===== src/rtl/booth_pkg.sv =====
// Shared definitions for the radix-2 Booth multiplier: controller state
// encoding, default operand width and the ALU operation select codes.
package booth_pkg;

  localparam int DEF_WIDTH = 16;

  typedef enum logic [1:0] {
    S_IDLE = 2'd0,
    S_RUN  = 2'd1,
    S_DONE = 2'd2
  } state_t;

  localparam logic OP_SUB = 1'b0;
  localparam logic OP_ADD = 1'b1;

endpackage


===== src/rtl/booth_step.sv =====
// One radix-2 Booth step: picks the ALU operation from {Q[0], Q-1}, takes the
// ALU result (or keeps A), recovers the true sign of the exact add/sub result
// and performs the arithmetic right shift of {s, A', Q, Q-1}.
module booth_step
  import booth_pkg::*;
#(
  parameter int WIDTH = DEF_WIDTH
) (
  input  logic [WIDTH-1:0] a,
  input  logic [WIDTH-1:0] q,
  input  logic             q1,
  input  logic [WIDTH-1:0] m,
  input  logic [WIDTH-1:0] alu_result,
  output logic [WIDTH-1:0] a_next,
  output logic [WIDTH-1:0] q_next,
  output logic             q1_next,
  output logic             alu_addsub
);

  logic [1:0]       pair;
  logic [WIDTH-1:0] a_sel;
  logic             ovf;
  logic             sign_in;

  assign pair = {q[0], q1};

  // Select A' and the shift-in sign; the ALU result is only trusted for 10/01,
  // and its MSB is corrected by the overflow flag so M = most-negative works
  always_comb begin
    alu_addsub = OP_ADD;
    a_sel      = a;
    ovf        = 1'b0;
    sign_in    = a[WIDTH-1];
    case (pair)
      2'b10: begin
        alu_addsub = OP_SUB;
        a_sel      = alu_result;
        ovf        = (a[WIDTH-1] != m[WIDTH-1]) & (alu_result[WIDTH-1] != a[WIDTH-1]);
        sign_in    = alu_result[WIDTH-1] ^ ovf;
      end
      2'b01: begin
        alu_addsub = OP_ADD;
        a_sel      = alu_result;
        ovf        = (a[WIDTH-1] == m[WIDTH-1]) & (alu_result[WIDTH-1] != a[WIDTH-1]);
        sign_in    = alu_result[WIDTH-1] ^ ovf;
      end
      default: begin
        alu_addsub = OP_ADD;
        a_sel      = a;
        ovf        = 1'b0;
        sign_in    = a[WIDTH-1];
      end
    endcase
  end

  // Shifting {s, A', Q, Q-1} right by one drops the old Q-1
  assign a_next  = {sign_in, a_sel[WIDTH-1:1]};
  assign q_next  = {a_sel[0], q[WIDTH-1:1]};
  assign q1_next = q[0];

endmodule


===== src/rtl/booth_seq_ctrl.sv =====
// Sequencing controller for the radix-2 Booth signed multiplier. Owns the
// A/Q/Q-1/M registers and the bit counter, drives the shared add/sub ALU once
// per cycle and hands the {A,Q} product back over a valid/ready handshake.
module booth_seq_ctrl
  import booth_pkg::*;
#(
  parameter int WIDTH = DEF_WIDTH
) (
  input  logic               clk,
  input  logic               rst_n,
  input  logic               in_valid,
  output logic               in_ready,
  input  logic [WIDTH-1:0]   multiplicand,
  input  logic [WIDTH-1:0]   multiplier,
  output logic               out_valid,
  input  logic               out_ready,
  output logic [2*WIDTH-1:0] product,
  output logic               busy,
  output logic [WIDTH-1:0]   alu_a,
  output logic [WIDTH-1:0]   alu_b,
  output logic               alu_addsub,
  input  logic [WIDTH-1:0]   alu_result
);

  localparam int CNT_W = $clog2(WIDTH) + 1;

  state_t           state;
  logic [WIDTH-1:0] a;
  logic [WIDTH-1:0] q;
  logic             q1;
  logic [WIDTH-1:0] m;
  logic [CNT_W-1:0] count;

  logic [WIDTH-1:0] a_next;
  logic [WIDTH-1:0] q_next;
  logic             q1_next;

  booth_step #(
    .WIDTH(WIDTH)
  ) u_step (
    .a          (a),
    .q          (q),
    .q1         (q1),
    .m          (m),
    .alu_result (alu_result),
    .a_next     (a_next),
    .q_next     (q_next),
    .q1_next    (q1_next),
    .alu_addsub (alu_addsub)
  );

  // Controller FSM plus datapath registers: load on accept, one Booth step per
  // RUN cycle, hold the product in DONE until the consumer takes it
  always_ff @(posedge clk or negedge rst_n) begin
    if (!rst_n) begin
      state <= S_IDLE;
      a     <= '0;
      q     <= '0;
      q1    <= 1'b0;
      m     <= '0;
      count <= '0;
    end else begin
      case (state)
        S_IDLE: begin
          if (in_valid) begin
            a     <= '0;
            q     <= multiplier;
            q1    <= 1'b0;
            m     <= multiplicand;
            count <= CNT_W'(WIDTH);
            state <= S_RUN;
          end
        end
        S_RUN: begin
          a     <= a_next;
          q     <= q_next;
          q1    <= q1_next;
          count <= count - 1'b1;
          if (count == CNT_W'(1)) begin
            state <= S_DONE;
          end
        end
        S_DONE: begin
          if (out_ready) begin
            state <= S_IDLE;
          end
        end
        default: state <= S_IDLE;
      endcase
    end
  end

  assign in_ready  = (state == S_IDLE);
  assign busy      = (state == S_RUN);
  assign out_valid = (state == S_DONE);
  assign product   = {a, q};
  assign alu_a     = a;
  assign alu_b     = m;

endmodule

===== config.mk =====
export PLATFORM = sky130hd
export DESIGN_NAME = booth_seq_ctrl
export DESIGN_NICKNAME = d
export VERILOG_FILES = /design/src/rtl/booth_pkg.sv /design/src/rtl/booth_step.sv /design/src/rtl/booth_seq_ctrl.sv
export SDC_FILE = /design/constraint.sdc
export NUM_CORES = 1
export LEC_CHECK = 0
export ABC_CLOCK_PERIOD_IN_PS = 2090
export CORE_ASPECT_RATIO = 1.4
export CORE_MARGIN = 10
export CORE_UTILIZATION = 40
export DETAILED_ROUTE_END_ITERATION = 8
export GPL_TIMING_DRIVEN = 0
export HOLD_SLACK_MARGIN = 0.02
export MAX_ROUTING_LAYER = met4
export PLACE_DENSITY = 0.75
export SYNTH_ARGS = -nofsm -noshare
export SYNTH_HDL_FRONTEND = slang
export SYNTH_SLANG_ARGS = --single-unit

===== constraint.sdc =====
create_clock -name clk -period 2.09 [get_ports clk]
set_input_delay 0.418 -clock clk [delete_from_list [all_inputs] [get_ports clk]]
set_output_delay 0.418 -clock clk [all_outputs]
set_load 0.05 [all_outputs]

==> results.tsv <==
metric	value	unit
grt_remaining_overflow	0	
timing.critical_path.to_type	primary output	
yosys.area.top_type_share	0.514	
synthMostInstantiatedCell	sky130_fd_sc_hd__dfrtp_1	
postSynthRegisterBits	56	
netlist_instances	244	
yosysSeqAreaShare	0.514	
crit_path_start_kind	flop	
tritoncts	yes	
synth.area.top_cells	sky130_fd_sc_hd__dfrtp_1, sky130_fd_sc_hd__mux2i_1, sky130_fd_sc_hd__buf_4	
placed_cells	456	
post-cts-setup-buffers	0	
gp_congestion	0.794	
ioPinCount	120	
routed_via_density	4.67	
post-route-min-period	2030	ps
maxCapViolations	0	
cp_data_arrival_time	1620	ps
yosys.cell_types.count	33	
hold_viol_final	0	
syn_area_per_cell	11.2	um^2
non_filler_cells_in_the_finished_layout	464	
final-max-slew-violation-count	0	
setup.worst_path.class	flop to primary output	
setup_violations	0	
yosysTopAreaCell	sky130_fd_sc_hd__dfrtp_1	
synth.top_cells.by_count	sky130_fd_sc_hd__dfrtp_1, sky130_fd_sc_hd__nand2_1, sky130_fd_sc_hd__mux2i_1, sky130_fd_sc_hd__o21ai_0, sky130_fd_sc_hd__buf_4	
max-slew-margin-rel	0.634	
grt.total_usage	0.142	
initial_core_utilization	0.412	
area.sequential	1400	um^2
cts-root-buf	sky130_fd_sc_hd__clkbuf_8	
synth_enable_flop_cells	0	
placement_rows	35	
initialDrtViolationCount	89	
die_h	118	um
detail_route.wirelength	7420	um
syn-cell-area	2730	um^2
ys_async_sr_fraction	1.00	
unrepaired_setup_endpoints_after_global_routing	false	
ys.flop_type	sky130_fd_sc_hd__dfrtp_1	
ys.warnings.count	0	
cp_slowest_stage_delay	790	ps
firstDrtPassIters	4	
cp_top_family	buffers and inverters	
path_clk_slew	100	ps
wire_length_of_the_first_global_routing_pass	12200	um
filler_cell_count	570	
grt_antenna_before_repair	0	
timing.final.crit_share	0.974	
htree_num_levels	2	
routed-via-count	2167	
layout.nets	427	
remaining_antenna_violation_count_after_routing	0	
n_antenna_cell	0	
cts_sinks	56	
run_status	completed	
mappedNetlistNets	300	
critical_path.max_fanout	4	
largest_net_degree_at_the_start_of_global_routing	38	
io_buffer_count	119	
routedWlPerCell	16.0	um
cts-buffers-inserted	5	
worstPathCellList	buf_4, clkdlybuf4s50_1	
clkLatencyLatePin	300	ps
chipWidth	89.8	um
hold_buffers	0	
cts-root-to-sink-buffers	2	
critical_path.n_buffers_inverters	2	
first_global_vias	2307	
critical-path-slowest-cell	sky130_fd_sc_hd__clkdlybuf4s50_1	
drc	0	
multi_input_area	1080	um^2
hpwl	5860	um
area.growth.synth_to_final	52.6	%
die_area	10600	um^2
worstHoldPathType	primary input to async pin	
final_setup_skew	9.96	ps
core-area	6610	um^2
fin_tns_setup	0	ps
drive_above_1_share	0.153	
achievable-frequency	491	MHz
worst_pin_slew	547	ps
worst_ep_required_time	1670	ps
## path summary, 6_finish.rpt
check,cells past startpoint,start,end,slack [ps]
worst max-delay path,2,alu_a[0]$_DFFE_PN0P_,product[16],60
worst min-delay path,1,rst_n,alu_a[13]$_DFFE_PN0P_,50
worst max register to register,5,q[0]$_DFFE_PN0P_,alu_a[1]$_DFFE_PN0P_,380
worst min register to register,1,alu_b[5]$_DFFE_PN0P_,alu_b[5]$_DFFE_PN0P_,510
max in group asynchronous,2,rst_n,count[4]$_DFFE_PN0P_,1470
min in group clk,1,alu_b[5]$_DFFE_PN0P_,alu_b[5]$_DFFE_PN0P_,510
## metrics by stage
stage	cell area (um^2)	setup slack (ps)	utilization	hold slack (ps)
6_report	4160	55.4	0.629	52.7
5_1_grt	4160	3.69	0.629	79.3
4_1_cts	4140	2.74	0.626	65.1
3_5_place_dp	4050	-67.6	0.612	406
3_3_place_gp	4030	-1230	0.610	486
2_1_floorplan	2730	211	-	122
## what timing repair did
action                                  CTS  global route
gates cloned                              0             0
resized for setup                         7            13
endpoints found under the setup margin    5            12
## flip-flops by register name (all words and copies together), names as in the netlist
name   flops
q1         1
alu_b     16
alu_a     16
q         16
count      5
state      2
## cells by family after synthesis
kind of cell | share of synthesized area
AO/OA/AOI/OAI | 0.0891
XOR/XNOR | 0.00643
adder cells (fa/ha/maj) | 0.0184
buffers and inverters | 0.0904
flip-flops | 0.514
multiplexers | 0.191
AND/OR/NAND/NOR | 0.0905
## area by class of cell
class,instances,share of cell area
repair buffers,120,0.294
clock inverters,1,0.00181
clock buffers,7,0.0208
multi-input cells,150,0.259
inverters,7,0.00632
plain buffers,31,0.0530
well taps,92,0.0277
flip-flops and latches,56,0.337
## routing by layer
metal | GRT usage | vias up | share of wire
met3 | 0.0370 | 11 | 0.058
met2 | 0.237 | 77 | 0.50
met4 | 0.0487 | 0 | 0.020
li1 | - | 1063 | -
met1 | 0.161 | 1016 | 0.42
met5 | - | - | 0
## placed cells by master (no fill, tap or decap), types with 2 or more instances in the layout
master | Yosys | final
sky130_fd_sc_hd__inv_1 | 7 | 7
sky130_fd_sc_hd__nand2_1 | 34 | 34
sky130_fd_sc_hd__nand3b_1 | 2 | 2
sky130_fd_sc_hd__nor2_1 | 7 | 7
sky130_fd_sc_hd__buf_4 | 19 | 19
sky130_fd_sc_hd__buf_6 | 2 | 2
sky130_fd_sc_hd__dlygate4sd2_1 | 0 | 4
sky130_fd_sc_hd__o21ai_0 | 23 | 23
sky130_fd_sc_hd__mux2i_1 | 31 | 31
sky130_fd_sc_hd__clkbuf_1 | 4 | 5
sky130_fd_sc_hd__o22ai_1 | 2 | 2
sky130_fd_sc_hd__mux2_4 | 8 | 8
sky130_fd_sc_hd__buf_2 | 5 | 7
sky130_fd_sc_hd__dfrtp_1 | 56 | 56
sky130_fd_sc_hd__clkbuf_8 | 0 | 6
sky130_fd_sc_hd__mux2_2 | 8 | 8
sky130_fd_sc_hd__or3b_1 | 2 | 2
sky130_fd_sc_hd__nor3_1 | 3 | 3
sky130_fd_sc_hd__dlymetal6s2s_1 | 0 | 11
sky130_fd_sc_hd__clkdlybuf4s50_1 | 0 | 102
sky130_fd_sc_hd__ha_1 | 4 | 4
sky130_fd_sc_hd__nand2b_1 | 2 | 2
sky130_fd_sc_hd__a21oi_1 | 2 | 2
sky130_fd_sc_hd__o21ai_1 | 10 | 10
Power is not shown: default switching activity piles up to over one toggle a cycle in this logic, so the estimate is an artifact.
